<file path="src/rtl/cic_comp_fir.sv">
// Decimating CIC-droop compensation FIR: one time-shared MAC, round/saturate to 16 bits.
// out_tick NTAPS+2 cycles after the triggering tick; in_tick while the MAC is busy is dropped and flags overrun.
module cic_comp_fir #(
  parameter int NTAPS     = 32,
  parameter int DECIM     = 2,
  parameter int COEF_BITS = 16
) (
  input  logic                        CLK,
  input  logic                        RSTb,
  input  logic signed [15:0]          x_in,
  input  logic                        in_tick,
  input  logic                        coef_we,
  input  logic [$clog2(NTAPS)-1:0]    coef_addr,
  input  logic signed [COEF_BITS-1:0] coef_data,
  output logic signed [15:0]          y_out,
  output logic                        out_tick,
  output logic                        busy,
  output logic                        overrun
);

  localparam int AW   = $clog2(NTAPS);
  localparam int PW   = 16 + COEF_BITS;
  localparam int ACCW = PW + AW;
  localparam int PHW  = (DECIM > 1) ? $clog2(DECIM) : 1;

  localparam logic [PHW-1:0]         PH_LAST = PHW'(DECIM - 1);
  localparam logic [AW-1:0]          K_LAST  = AW'(NTAPS - 1);
  localparam logic signed [ACCW-1:0] RND     = {{(ACCW-1){1'b0}}, 1'b1} << (COEF_BITS - 2);

  localparam logic [1:0] S_IDLE  = 2'd0;
  localparam logic [1:0] S_MAC   = 2'd1;
  localparam logic [1:0] S_FLUSH = 2'd2;
  localparam logic [1:0] S_OUT   = 2'd3;

  logic signed [15:0]          buf_q  [NTAPS];
  logic signed [COEF_BITS-1:0] coef_q [NTAPS];

  logic [1:0]             state_q, state_d;
  logic [AW-1:0]          wptr_q, wptr_d;
  logic [AW-1:0]          base_q, base_d;
  logic [AW-1:0]          k_q, k_d;
  logic [PHW-1:0]         ph_q, ph_d;
  logic                   trig_q, trig_d;
  logic signed [PW-1:0]   prod_q, prod_d;
  logic                   pvld_q, pvld_d;
  logic signed [ACCW-1:0] acc_q, acc_d;
  logic signed [15:0]     y_q, y_d;
  logic                   otick_q, otick_d;
  logic                   ovr_q, ovr_d;

  logic                   lock;
  logic                   accept;
  logic [AW-1:0]          rd_idx;
  logic signed [PW-1:0]   prod_w;
  logic signed [ACCW-1:0] prod_ext;
  logic signed [ACCW-1:0] sum_w;
  logic signed [ACCW-1:0] rnd_w;
  logic signed [ACCW-1:0] shf_w;
  logic [ACCW-16:0]       hi_w;
  logic signed [15:0]     y_sat;

  // A pending trigger already counts as busy so no sample can slip in between trigger and MAC start.
  assign lock   = trig_q | (state_q == S_MAC) | (state_q == S_FLUSH);
  assign accept = in_tick & ~lock;

  assign rd_idx   = base_q - k_q;
  assign prod_w   = coef_q[k_q] * buf_q[rd_idx];
  assign prod_ext = $signed({{AW{prod_q[PW-1]}}, prod_q});
  assign sum_w    = acc_q + prod_ext;
  assign rnd_w    = sum_w + RND;
  assign shf_w    = rnd_w >>> (COEF_BITS - 1);
  assign hi_w     = shf_w[ACCW-1:15];

  always_comb begin
    y_sat = shf_w[15:0];
    if (!((&hi_w) || (~|hi_w))) begin
      y_sat = shf_w[ACCW-1] ? 16'sh8000 : 16'sh7fff;
    end
  end

  always_comb begin
    state_d = state_q;
    wptr_d  = wptr_q;
    base_d  = base_q;
    k_d     = k_q;
    ph_d    = ph_q;
    trig_d  = 1'b0;
    prod_d  = prod_q;
    pvld_d  = pvld_q;
    acc_d   = acc_q;
    y_d     = y_q;
    otick_d = 1'b0;
    ovr_d   = ovr_q;

    if (accept) begin
      wptr_d = wptr_q + AW'(1);
      if (ph_q == PH_LAST) begin
        ph_d   = '0;
        trig_d = 1'b1;
        base_d = wptr_q;
      end else begin
        ph_d = ph_q + PHW'(1);
      end
    end
    if (in_tick && lock) begin
      ovr_d = 1'b1;
    end

    case (state_q)
      S_IDLE: begin
        if (trig_q) begin
          state_d = S_MAC;
          acc_d   = '0;
          k_d     = '0;
          pvld_d  = 1'b0;
        end
      end
      S_MAC: begin
        prod_d = prod_w;
        pvld_d = 1'b1;
        if (pvld_q) begin
          acc_d = sum_w;
        end
        k_d = k_q + AW'(1);
        if (k_q == K_LAST) begin
          state_d = S_FLUSH;
        end
      end
      S_FLUSH: begin
        // Final product is folded in combinationally, so the result lands with the out_tick.
        y_d     = y_sat;
        otick_d = 1'b1;
        pvld_d  = 1'b0;
        state_d = S_OUT;
      end
      default: begin
        state_d = S_IDLE;
      end
    endcase
  end

  always_ff @(posedge CLK) begin
    if (!RSTb) begin
      state_q <= S_IDLE;
      wptr_q  <= '0;
      base_q  <= '0;
      k_q     <= '0;
      ph_q    <= '0;
      trig_q  <= 1'b0;
      prod_q  <= '0;
      pvld_q  <= 1'b0;
      acc_q   <= '0;
      y_q     <= '0;
      otick_q <= 1'b0;
      ovr_q   <= 1'b0;
      for (int i = 0; i < NTAPS; i++) begin
        buf_q[i]  <= '0;
        coef_q[i] <= '0;
      end
    end else begin
      state_q <= state_d;
      wptr_q  <= wptr_d;
      base_q  <= base_d;
      k_q     <= k_d;
      ph_q    <= ph_d;
      trig_q  <= trig_d;
      prod_q  <= prod_d;
      pvld_q  <= pvld_d;
      acc_q   <= acc_d;
      y_q     <= y_d;
      otick_q <= otick_d;
      ovr_q   <= ovr_d;
      if (accept) begin
        buf_q[wptr_q] <= x_in;
      end
      if (coef_we && (state_q == S_IDLE)) begin
        coef_q[coef_addr] <= coef_data;
      end
    end
  end

  assign y_out    = y_q;
  assign out_tick = otick_q;
  assign busy     = (state_q != S_IDLE);
  assign overrun  = ovr_q;

endmodule

</file>
<file path="config.mk">
export PLATFORM = sky130hd
export DESIGN_NAME = cic_comp_fir
export DESIGN_NICKNAME = d
export VERILOG_FILES = /design/src/rtl/cic_comp_fir.sv
export SDC_FILE = /design/constraint.sdc
export NUM_CORES = 2
export LEC_CHECK = 0
export BUFFER_PORTS_ARGS = -buffer_cell sky130_fd_sc_hd__buf_2
export CAP_MARGIN = 20
export CORE_UTILIZATION = 55
export CTS_BUF_LIST = sky130_fd_sc_hd__clkbuf_4 sky130_fd_sc_hd__clkbuf_8
export CTS_CLUSTER_DIAMETER = 50
export DETAILED_ROUTE_END_ITERATION = 8
export HOLD_SLACK_MARGIN = 0.05
export PLACE_DENSITY = 0.71
export SLEW_MARGIN = 25
export SYNTH_ARGS = -nofsm -noshare
export SYNTH_HDL_FRONTEND = slang
export SYNTH_SLANG_ARGS = --single-unit
</file>
<file path="constraint.sdc">
create_clock -name CLK -period 11.85 [get_ports CLK]
set_input_delay 0.5925 -clock CLK [delete_from_list [all_inputs] [get_ports CLK]]
set_output_delay 0.5925 -clock CLK [all_outputs]
set_load 0.03 [all_outputs]
</file>
# [Word level (Yosys, flattened, before mapping)]
# Memories as Yosys holds them, arrays and structs flattened. A register that Yosys moved wholly into a read port is not among the register bits.
# Index checks and enable logic that the tools add are counted.
# W data, S select, Z words.
[op_classes] addsub=6 multipliers=1 n_eq_ne=6 muxes=30 bitwise_logic=4 n_reduce_logical=18
[ops] operator="$mux W37" count=2
[ops] operator="$pmux W37 S2" count=1
[ops] operator="$mux W16" count=4
[ops] operator="$add A37 B16 Y37 const B" count=1
[ops] operator="$add A37 B32 Y37" count=1
[ops] operator="$mul A16 B16 Y32" count=1
[ops] operator="$reduce_or A16 Y1" count=2
[ops] operator="$mux W5" count=5
[ops] operator="$mux W1" count=13
[ops] operator="$add A5 B1 Y5 const B" count=2
[ops] operator="$pmux W5 S2" count=1
[ops] operator="$reduce_and A2 Y1" count=5
[ops] operator="$reduce_and A7 Y1" count=1
[ops] operator="$reduce_or A7 Y1" count=1
[ops] operator="$pmux W2 S3" count=1
[ops] operator="$eq A5 B5 Y1 const B" count=1
[ops] operator="$sub A5 B5 Y5" count=1
[ops] operator="$mux W2" count=2
[ops] operator="$ne A2 B2 Y1 const B" count=2
[ops] operator="$reduce_bool A2 Y1" count=2
[ops] operator="$pmux W1 S3" count=1
[ops] operator="$reduce_and A3 Y1" count=1
[ops] operator="$reduce_bool A3 Y1" count=1
[ops] operator="$eq A2 B1 Y1 const B" count=1
[ops] operator="10 further kinds" count=12
[word_totals] reg_bits=107 mem_bits_rw=1024 input_bits=41 output_inout_bits=19 wordCells=79 mem_count=2
[memory_table] name="buf_q" words=32 width=16 read_ports=1 rd_clocked_by_memory_dff=0 write_ports=32 line_no="35" source="logic signed [15:0] buf_q [NTAPS];"
[memory_table] name="coef_q" words=32 width=16 read_ports=1 rd_clocked_by_memory_dff=1 write_ports=32 line_no="36" source="logic signed [COEF_BITS-1:0] coef_q [NTAPS];"

# [Depth between registers and ports, before layout]
[logic_depth] ltp_word=10 mapped_depth=37 mapped_depth_nobuf=34

# [Worst setup path before layout]
# No wires, ideal clock.
[synth_timing] kind="register to register" from="reg base_q[0]" to="reg prod_q[31]" setup_ps=132 arrival_time_ps=9145 t_required_ps=11718 path_slack_ps=2573 stages_incl_launch_ff=33 path_buffers=4 synth_period_minus_slack_ps=9277 cell_sequence="dfxtp_1 inv_1 ha_1 fa_1 buf_2 buf_1 clkbuf_1 mux4_2 mux4_2 mux2i_1 clkbuf_1 nor2_1 fa_1 fa_1 fa_1 fa_1 fa_1 inv_1 fa_1 inv_1 ha_1 a21o_1 a21o_1 a21o_1 a21o_1 a21o_1 a221oi_1 o21ai_0 a211o_1 a21oi_1 o21ai_0 xnor2_1 a21oi_1"
[synth_via] elab_chain_len=3
[synth_lines] item="start, declared" line_no="40" source="logic [AW-1:0] base_q, base_d;"
[synth_lines] item="start signal, assigned" line_no="163" source="base_q <= base_d;"
[synth_lines] item="$sub A5 B5 Y5" line_no="66" source="assign rd_idx = base_q - k_q;"
[synth_lines] item="$mem_v2 Z32 W16"
[synth_lines] item="$mul A16 B16 Y32" line_no="67" source="assign prod_w = coef_q[k_q] * buf_q[rd_idx];"
[synth_lines] item="end signal, assigned" line_no="167" source="prod_q <= prod_d;"
[synth_lines] item="end, declared" line_no="44" source="logic signed [PW-1:0] prod_q, prod_d;"
# No other way between the ends.
# A chain may end at the register's enable or synchronous reset.

# [Worst setup path after layout]
# Ends and elaborated chain as after synthesis.

==> impl_metrics.tcl <==
set metrics [dict create \
    drive_gt1_share_pct 18.58 \
    cts-resized-gates 0 \
    drtIter0Drc 3983 \
    synth_top_family_by_area "simple AND/OR/NAND/NOR gates" \
    clk_pin_slew_worst_paths_ps 60 \
    gp_congestion 0.9457 \
    hold_depth 5 \
    ys_seq_elements 1136 \
    synthAdderAreaFrac_pct 10.94 \
    drc 30 \
    clock.fmax_mhz 100.0 \
    cp.required_ps 12620 \
    rrSetupSlack_ps 1850 \
    ant_nets 0 \
    floorplan.initialDensity_pct 55.54 \
    dp_slack_ps 1922 \
    grt_antenna_before_repair 7 \
    synth_flop_cell "edfxtp_1" \
    clockBufferDepth 3 \
    ioPinCount 60 \
    ctsRootBufferMaster "clkbuf_8" \
    total_leakage_power_uw 0.02723 \
    grt_pass1_vias 39460 \
    holdBufCountCts 2 \
    drv_slew 0 \
    clk_latency_ps 920 \
    postCtsSetupBuffers 0 \
    numCtsBuffers 188 \
    drtPass1Iterations 8 \
    cp_max_fo 47 \
    synth_area_sq_um 63590 \
    finalSetupViolations 0 \
    cts_tree "built" \
    synth_xor_area_share_pct 1.112 \
    core_sq_um 114500 \
    peakVddDrop_uv 256.4 \
    ys_async_sr_fraction_pct 0 \
    layout_setup_ws_ps 1853 \
    cp_slowest_cell "fa_4" \
    crit_arrival_ps 10760 \
    hold_path.class "in -> reg" \
    fin_setup_tns_ps 0 \
    vias 38720 \
    outcome "complete, but fails checks" \
    powerDensity_nw_per_um2 179.0 \
    period_needed_ps 9997 \
    synthMuxAreaShare_pct 12.08 \
    avgSynthCellArea_sq_um 13.17 \
    final_nets 5306 \
    hold_viol_final 0 \
    cap_violations 0 \
    rows 124 \
    hold_ws_ps 310.4 \
    yosysSeqAreaShare_pct 51.88 \
    synthToLayoutAreaGrowth_pct 9.406 \
    violations "design-rule violations" \
    worst_pin_slew_ps 1171 \
    fin_cells 6530 \
    synth_simple_gate_area_share_pct 15.53 \
    drt-total-wl_mm 161.4 \
    clock-sinks 1136 \
    dp.cells 6187 \
    rsz0062_at_grt "false" \
    grt_first_pass_wirelength_mm 244.7 \
    r2r_cells 32 \
    die_area_sq_um 117000 \
    die_width_um 342.0 \
    via_per_inst 5.930 \
    grt_max_degree 82 \
    wl_per_cell_um 24.72 \
    fillerInstances 8799 \
    hpwl_mm 107.8 \
    end_kind "flop" \
    fp.dieH_um 342.0 \
    synth_cells 4827 \
    grt_use_total_pct 28.26 \
    skew_ps 34.37 \
    worstSetupPathType "reg -> reg" \
    min_period_over_period_pct 84.36 \
    port_buffers 59 \
    syn_nets 5265 \
    slowest_delay_ps 1270 \
    synth_compound_area_share_pct 4.533 \
    htree_levels 4 \
    max_slew_margin_pct 21.74 \
    yosysWarningCount 0 \
    synth_edf_count 1024 \
    ys_types 93 \
    fin_util_pct 60.77 \
    overflow 0 \
    crit_path_start_kind "flop" \
]
## metrics by stage
step / cell area [sq um] / total power, uW
floorplan: 63590 / 7922
finish: 69580 / 12460
global placement: 65550 / 8887
detailed placement: 65600 / 8966
CTS: 69480 / 12530
global route: 69570 / 13260
## state kept, by name (all words and copies together) (netlist names), named ones only
signal    flops
y_out        16
wptr_q        5
base_q        5
pvld_q        1
trig_q        1
out_tick      1
ph_q          1
buf_q       512
state_q       2
coef_q      512
k_q           5
prod_q       32
overrun       1
acc_q        37
## Yosys cell counts, drive strengths merged (42+ instances only)
master / number / area, sq um
edfxtp: 1024 / 30750
nand3: 53 / 265.3
nor2b: 68 / 425.4
ha: 132 / 1652
mux2i: 42 / 420.4
buf: 54 / 244.0
clkbuf: 275 / 1032
fa: 265 / 5305
nor2: 241 / 907.1
a21oi: 80 / 460.5
mux4: 314 / 7072
and2: 1052 / 6581
o21ai: 159 / 810.8
nand2: 214 / 808.3
xnor2: 53 / 471.7
inv: 325 / 1220
dfxtp: 112 / 2242
## routing by layer
layer / GRT usage [%] / part of all wire [%] / vias to the layer above
li1: - / - / 17080
met5: 0 / 0.025 / -
met4: 10.11 / 3.1 / 6
met3: 5.981 / 9.0 / 274
met2: 44.37 / 47 / 1719
met1: 39.22 / 41 / 19640
## cell type report
type                       instances  area [sq um]  area share, %
inverter                         326          1224          1.759
tap                             1512          1892          2.719
multi-input combinational       3036         28280          40.65
sequential                      1136         33000          47.43
antenna                            2         5.005       0.007193
clock inverter                    79         675.6         0.9711
timing repair buffer             180          1319          1.895
clock buffer                     259          3177          4.566
## critical path, delay by kind of cell (launching register included)
family,cells,cell delay [ps]
compound gates,10,2450
simple gates,2,230
xor+xnor,1,170
flops,1,340
buf+inv,7,920
fa+ha+maj,9,4590
mux,3,1080
## worst paths after layout
path                   from    endpoint
setup / recovery  base_q[0]  prod_q[31]
hold / removal      in_tick   base_q[4]
hold reg to reg    acc_q[2]    acc_q[2]
setup reg to reg  base_q[0]  prod_q[31]
## cell families (layout without fill, tap and decap cells)
kind of cell / Yosys count / count (layout)
simple gates: 1755 / 1755
flops: 1136 / 1136
buf+inv: 655 / 844
compound gates: 432 / 432
fa+ha+maj: 397 / 397
mux: 373 / 373
xor+xnor: 79 / 79
other cells: 0 / 2
## placed cells by master, fill, tap and decap left out, types with 10 or more instances in the layout
cell type,n
mux2i_1,37
nand3_1,53
ha_1,130
clkbuf_4,62
or2_2,17
a21boi_0,11
a22oi_1,29
nand2_1,210
o21ai_1,83
clkinv_2,14
and2_1,1052
and3_1,17
fa_1,264
clkbuf_8,197
edfxtp_1,1024
clkinv_1,39
mux4_2,314
nor2b_1,68
a211oi_1,10
or3_1,13
o21ai_0,71
nor2_2,41
nor3_1,16
nand2b_1,16
buf_4,112
inv_1,325
nand4_1,12
mux2_2,17
nor2_1,200
xnor2_1,49
o21a_1,15
buf_2,58
a21o_1,39
xor2_1,25
dfxtp_1,109
a21oi_2,13
a21oi_1,66
## power by group
part           total, uW  leakage [uW]  internal, uW  switching [uW]
clock network       3580       0.00202          1930            1650
logic               4300        0.0137          1820            2480
registers           4580        0.0115          4520            61.5
total              12500        0.0272          8260            4190
Power figures use the tool's default switching activity.
